--- src/rtl/bwt_rd_req_issue.sv ---
// BWT read-request issuer: buffers (k,l) address pairs, issues them as back-to-back reads
// under back-pressure and a credit limit, and re-pairs in-order responses into (k,l) pulses.
module bwt_rd_req_issue #(
  parameter int FIFO_AW         = 4,
  parameter int MAX_OUTSTANDING = 32,
  parameter int CNT_W           = 6
) (
  input  logic             CLK_400M,
  input  logic             reset_n,
  input  logic             clear,
  input  logic             req_valid,
  output logic             req_ready,
  input  logic [57:0]      req_addr_k,
  input  logic [57:0]      req_addr_l,
  input  logic             spl_tx_rd_almostfull,
  output logic             cor_tx_rd_valid,
  output logic [57:0]      cor_tx_rd_addr,
  input  logic             io_rx_rd_valid,
  input  logic [511:0]     io_rx_data,
  output logic             rsp_valid,
  output logic [511:0]     rsp_data_k,
  output logic [511:0]     rsp_data_l,
  output logic [CNT_W-1:0] outstanding,
  output logic             rsp_overflow_err
);

  localparam int DEPTH = 2 ** FIFO_AW;
  localparam logic [CNT_W-1:0] MAX_CNT = CNT_W'(MAX_OUTSTANDING);

  typedef enum logic {IDLE, SEND_L} state_t;

  state_t             state, state_nxt;
  logic [115:0]       mem [DEPTH];
  logic [FIFO_AW:0]   wr_ptr, rd_ptr;
  logic [115:0]       head;
  logic               empty, full, push, issue_k, issue_l, pair_done;
  logic [57:0]        addr_l_q;
  logic               toggle;
  logic [511:0]       hold_k;

  // Extra pointer bit distinguishes full from empty when the index bits match.
  assign empty     = (wr_ptr == rd_ptr);
  assign full      = (wr_ptr[FIFO_AW] != rd_ptr[FIFO_AW]) &&
                     (wr_ptr[FIFO_AW-1:0] == rd_ptr[FIFO_AW-1:0]);
  assign req_ready = !full;
  assign push      = req_valid && req_ready;
  assign head      = mem[rd_ptr[FIFO_AW-1:0]];
  assign pair_done = io_rx_rd_valid && toggle;

  always_ff @(posedge CLK_400M) begin
    if (push && !clear) mem[wr_ptr[FIFO_AW-1:0]] <= {req_addr_l, req_addr_k};
  end

  always_ff @(posedge CLK_400M or negedge reset_n) begin
    if (!reset_n)   state <= IDLE;
    else if (clear) state <= IDLE;
    else            state <= state_nxt;
  end

  always_comb begin
    state_nxt = state;
    issue_k   = 1'b0;
    issue_l   = 1'b0;
    case (state)
      IDLE: begin
        if (!empty && !spl_tx_rd_almostfull && (outstanding < MAX_CNT)) begin
          issue_k   = 1'b1;
          state_nxt = SEND_L;
        end
      end
      SEND_L: begin
        if (!spl_tx_rd_almostfull) begin
          issue_l   = 1'b1;
          state_nxt = IDLE;
        end
      end
      default: state_nxt = IDLE;
    endcase
  end

  always_ff @(posedge CLK_400M or negedge reset_n) begin
    if (!reset_n) begin
      wr_ptr           <= '0;
      rd_ptr           <= '0;
      addr_l_q         <= '0;
      cor_tx_rd_valid  <= 1'b0;
      cor_tx_rd_addr   <= '0;
      toggle           <= 1'b0;
      hold_k           <= '0;
      rsp_valid        <= 1'b0;
      rsp_data_k       <= '0;
      rsp_data_l       <= '0;
      outstanding      <= '0;
      rsp_overflow_err <= 1'b0;
    end else if (clear) begin
      wr_ptr           <= '0;
      rd_ptr           <= '0;
      addr_l_q         <= '0;
      cor_tx_rd_valid  <= 1'b0;
      cor_tx_rd_addr   <= '0;
      toggle           <= 1'b0;
      hold_k           <= '0;
      rsp_valid        <= 1'b0;
      rsp_data_k       <= '0;
      rsp_data_l       <= '0;
      outstanding      <= '0;
      rsp_overflow_err <= 1'b0;
    end else begin
      if (push) wr_ptr <= wr_ptr + 1'b1;
      if (issue_k) begin
        rd_ptr         <= rd_ptr + 1'b1;
        cor_tx_rd_addr <= head[57:0];
        addr_l_q       <= head[115:58];
      end
      if (issue_l) cor_tx_rd_addr <= addr_l_q;
      cor_tx_rd_valid <= issue_k || issue_l;

      rsp_valid <= 1'b0;
      if (io_rx_rd_valid) begin
        if (!toggle) begin
          hold_k <= io_rx_data;
          toggle <= 1'b1;
        end else begin
          rsp_data_k <= hold_k;
          rsp_data_l <= io_rx_data;
          rsp_valid  <= 1'b1;
          toggle     <= 1'b0;
        end
      end

      // A completion at zero is flagged and ignored, so the counter never wraps.
      if (pair_done && (outstanding == '0)) rsp_overflow_err <= 1'b1;
      case ({issue_k, pair_done})
        2'b10:   outstanding <= outstanding + CNT_W'(1);
        2'b01:   if (outstanding != '0) outstanding <= outstanding - CNT_W'(1);
        default: outstanding <= outstanding;
      endcase
    end
  end

endmodule

--- config.mk ---
export PLATFORM = sky130hd
export DESIGN_NAME = bwt_rd_req_issue
export DESIGN_NICKNAME = d
export VERILOG_FILES = /design/src/rtl/bwt_rd_req_issue.sv
export SDC_FILE = /design/constraint.sdc
export NUM_CORES = 2
export LEC_CHECK = 0
export ABC_AREA = 1
export CAP_MARGIN = 20
export CORE_MARGIN = 3
export CORE_UTILIZATION = 32
export CTS_BUF_LIST = sky130_fd_sc_hd__clkbuf_16
export DETAILED_ROUTE_END_ITERATION = 6
export SYNTH_ARGS = -nofsm -noshare
export SYNTH_HDL_FRONTEND = slang
export SYNTH_SLANG_ARGS = --single-unit
--- constraint.sdc ---
create_clock -name CLK_400M -period 12 [get_ports CLK_400M]
set_input_delay 1.8 -clock CLK_400M [delete_from_list [all_inputs] [get_ports CLK_400M]]
set_output_delay 1.8 -clock CLK_400M [all_outputs]
set_load 0.01 [all_outputs]
; ---- Word-level counts from Yosys, hierarchy flattened
; Memories as Yosys holds them, arrays and structs flattened.
; Index checks and enable logic that the tools add are counted.
[op_classes]
n_mux = 39
n_reduce_logical = 24
n_eq_ne = 7
bitwise_logic = 1
n_lt_le_gt_ge = 1
add_sub_neg = 4
[op_table]
columns = operator, count
row1 = $mux 512, 9
row2 = $mux 58, 5
row3 = $mux 5, 4
row4 = $mux 1, 17
row5 = $mux 6, 2
row6 = $pmux 6 s2, 1
row7 = $add 5x1->5 const B, 2
row8 = $reduce_bool 2->1, 5
row9 = $logic_and 1x1->1, 7
row10 = $add 6x1->6 const B, 1
row11 = $logic_not 6->1, 1
row12 = $lt 6x6->1 const B, 1
row13 = $reduce_and 2->1, 3
row14 = $reduce_bool 3->1, 2
row15 = $reduce_bool 6->1, 1
row16 = $sub 6x1->6 const B, 1
row17 = $eq 5x5->1, 1
row18 = $eq 4x4->1, 1
row19 = $logic_not 1->1, 4
row20 = $ne 3x3->1 const B, 1
row21 = $eq 2x1->1 const B, 1
row22 = $eq 2x2->1 const B, 1
row23 = $ne 2x2->1 const B, 1
row24 = $pmux 1 s2, 1
row25 = 3 further kinds, 3
[totals]
input_bits = 634
regBits = 1673
memories = 1
output_inout_bits = 1092
mem_bits_rw = 1856
[mem_list]
columns = name, depth, width, rd, rd_ports_with_merged_regs, write_ports, line
row1 = mem, 16, 116, 1, 0, 1, 33  ; logic [115:0] mem [DEPTH];

; ---- Depth between registers and ports, before layout
[logic_depth]
depth_word = 9
depth_mapped = 18

; ---- Worst setup path before layout
; OpenSTA, ideal clock, no wires.
[synth_timing]
path_type = input to register
start = input clear
end = memory mem[7][0], enable pin
stages = 4
arrival_ns = 10.215
required_ns = 11.267
path_slack_ns = 1.051
n_path_buf = 3
setup_time_ns = 0.733
path_cell_list = buf_2 > buf_2 > clkbuf_1 > nor3_1
[synth_via]
elab_chain_len = 4
[synth_rtl]
columns = item, line
row1 = "start, declared", 10  ; input logic clear,
row2 = $logic_not 1->1, 51  ; if (push && !clear) mem[wr_ptr[FIFO_AW-1:0]] <= {req_addr_l, req_addr_k};
row3 = $logic_and 1x1->1, 51
row4 = $mux 1, 51
row5 = $mux 1 (not written as such), 51
row6 = "end, declared", 33
; No other way between the ends.

; ---- Worst setup path after layout
[layout_timing]
start = register rd_ptr[2]
end = output req_ready
[layout_via]
elab_chain_len = 3
[layout_rtl]
columns = item, line
row1 = "start, declared", 34  ; logic [FIFO_AW:0] wr_ptr, rd_ptr;
row2 = "start signal, assigned", 111  ; rd_ptr <= rd_ptr + 1'b1;
row3 = $eq 4x4->1, 44  ; (wr_ptr[FIFO_AW-1:0] == rd_ptr[FIFO_AW-1:0]);
row4 = $logic_and 1x1->1, 43  ; assign full = (wr_ptr[FIFO_AW] != rd_ptr[FIFO_AW]) &&
row5 = $logic_not 1->1, 45  ; assign req_ready = !full;
row6 = "end, declared", 12  ; output logic req_ready,
; No other way between the ends.

==> metrics.yaml <==
hold_path:
  hold_class: "reg2reg"
clock_tree:
  cts_tree: "built"
  post_cts_resized: 0
  clockRootBuffer: "clkbuf_16"
  cts_sinks: 3529
  numCtsBuffers: 379
  cts_hold_buf: 0
  clk_latency_ns: 0.98
  h-tree-depth: 5
  clkTransAtPathRegs_ns: 0.06
  cts_buffer_depth: 4
  postCtsSetupRepairBufs: 0
floorplan:
  die-width_um: 665.1
  die_h_um: 665.1
  die-area_mm2: 0.4424
  rows: 241
  design.core.area_mm2: 0.4318
  io_pins: 1726
  start_util: 0.3220
setup_path:
  start_kind: "flip-flop"
  crit_type: "reg2out"
  arrival_ns: 3.71
  required_ns: 10.20
  critPathMaxFanout: 35
  setup.worst_path.end_class: "output port"
drt:
  firstDrtPassIters: 6
  drt_first_iter_violations: 12560
  vias_per_cell: 5.269
  detail_route.wl_per_cell_um: 33.69
  wl_um: 660600
  antenna_left: 0
  drc: 0
  num_vias: 103300
finish:
  syn_to_final_growth_pct: 25.17
  drive_above_1_share: 0.08862
  num-nets-final: 14170
  fillers: 41040
power:
  p_leak_uw: 0.06898
  power.density_mw_per_mm2: 167.5
  vdd_ir_drop_max_v: 0.0001510
synthesis:
  syn_nets: 12710
  postSynthCellCount: 12060
  syn_avg_cell_area_um2: 11.53
  synth_edf_count: 1856
  yosysMostFrequentCell: "o21ai_0"
  yosysWarningCount: 0
  synth-seq-area-share: 0.7020
  async_flop_share: 0.4741
  netlist_area_mm2: 0.1390
  synth_top_area_share: 0.4009
  synth-main-ff-cell: "edfxtp_1"
  ys_ff_latch: 3529
  synth.lib_cells_used.distinct: 29
  synth_area_leaders: "edfxtp_1 40%, dfrtp_1 30%, o21ai_0 6.8%"
  yosys-top-cells-count: "1876 x o21ai_0, 1856 x edfxtp_1, 1673 x dfrtp_1"
  synth.largest_area_cell: "edfxtp_1"
timing:
  tns_ns: 0
  max-slew-margin-rel: 0.09367
  skew_ns: 0.1097
  drv_slew: 0
  rsz0062_at_grt: "no"
  finalCriticalPeriod_ns: 5.509
  setup_ws_ns: 6.491
  tightest_slew_ns: 1.354
  fmax_mhz: 181.5
  final_hold_viol_count: 0
  setup_viol: 0
  post-route-period-util: 0.4591
run:
  maxCapViolations: 0
grt:
  grt_max_degree: 249
  grt_overflow: 0
  first_global_vias: 94370
  grt_usage: 0.2887
  antenna_found_initial: 151
  grt_pass1_wl_um: 868000
place:
  dpl_worst_slack_ns: 6.213
  dpl.hpwl_um: 465900
  place.gp.congestion: 1.073
  port_buffers: 1725
outcome:
  status: "finished, final reports clean"
metal layers:
metal,part of all wire,global-route usage,vias to the layer above
li1,-,-,44150
met1,0.39,0.3712,52840
met2,0.41,0.4068,5172
met3,0.11,0.1044,1086
met4,0.082,0.1923,56
met5,0.00057,0,-
kinds of logic (layout without fill, tap and decap cells):
group	Yosys count	after routing	share of synthesized area
AND/OR/NAND/NOR	3625	3625	0.1058
flip-flops	3529	3529	0.7020
AO/OA/AOI/OAI	2468	2468	0.09526
buffers and inverters	1914	3687	0.05433
multiplexers	512	512	0.04147
adder cells (fa/ha/maj)	10	10	0.0009540
XOR/XNOR	3	3	0.0001890
other	0	63	0
flip-flops by register name, indices dropped and copies added (netlist names), 5 cells and up:
name	cells
addr_l_q	58
cor_tx_rd_addr	58
rsp_data_k	512
rd_ptr	5
hold_k	512
mem	1856
outstanding	6
wr_ptr	5
rsp_data_l	512
critical path, stage by stage (launching register included):
cell and delay, ns:
dfrtp_4 0.89, inv_4 0.44, nand2_1 0.16, nand2_1 0.07, nor2_1 0.16, nand3b_1 0.28
clkdlybuf4s50_1 0.70
layout by cell type (no fill, tap or decap), drive strengths merged, types with 3 or more instances in the layout:
cell type	instances
dfrtp	1673
edfxtp	1856
clkinv	176
nand3	831
o21ai	2036
nand4	15
clkinvlp	6
clkbuf	381
buf	176
a21oi	24
nor2	1594
ha	9
bufinv	22
o221ai	63
inv	1216
nand2	1175
clkdlybuf4s50	1710
diode	63
nor3	9
o22ai	175
xnor2	3
o211ai	169
mux2	512
worst paths after layout:
path                       cells after the start                 end  slack [ns]          startpoint
setup / recovery                               6           req_ready        6.49           rd_ptr[2]
hold / removal                                 2  cor_tx_rd_addr[55]        0.48  cor_tx_rd_addr[55]
setup reg to reg                              11         mem[14][34]        6.74           rd_ptr[0]
hold reg to reg                                2  cor_tx_rd_addr[55]        0.48  cor_tx_rd_addr[55]
max in group asynchronous                      3  cor_tx_rd_addr[49]        8.63             reset_n
min in group asynchronous                      1     rsp_data_k[194]        0.86             reset_n
where the power goes:
group          total [µW]  leakage (µW)  internal [µW]  switching, µW
logic                4190        0.0239           1310           2880
clock network       11400       0.00618           6270           5090
registers           13600        0.0389          13200            349
through the flow:
| step | hold WS, ns | cells | utilization | total power [µW] | area (µm²) |
|---|---|---|---|---|---|
| final | 0.4830 | 19610 | 0.4030 | 29150 | 174000 |
| after global routing | 0.5079 | 19560 | 0.4027 | 30040 | 173900 |
| after CTS | 0.4828 | 19540 | 0.4024 | 29230 | 173800 |
| after detailed placement | 0.4661 | 18840 | 0.3748 | 17950 | 161800 |
| after global placement | 0.4668 | 18840 | 0.3745 | 17910 | 161700 |
| after floorplan | 0.4732 | 12060 | - | 15490 | 139000 |
layout make-up:
type,instances,area (µm²),area share
clock inverters,313,2370,0.01362
flip-flops and latches,3529,97610,0.5609
repair buffers,1886,18970,0.1090
inverters,1107,4198,0.02412
well taps,5710,7144,0.04105
multi-input cells,6618,34040,0.1956
clock buffers,381,9534,0.05478
diodes,63,157.7,0.0009059
(Power assumes the default switching activity.)
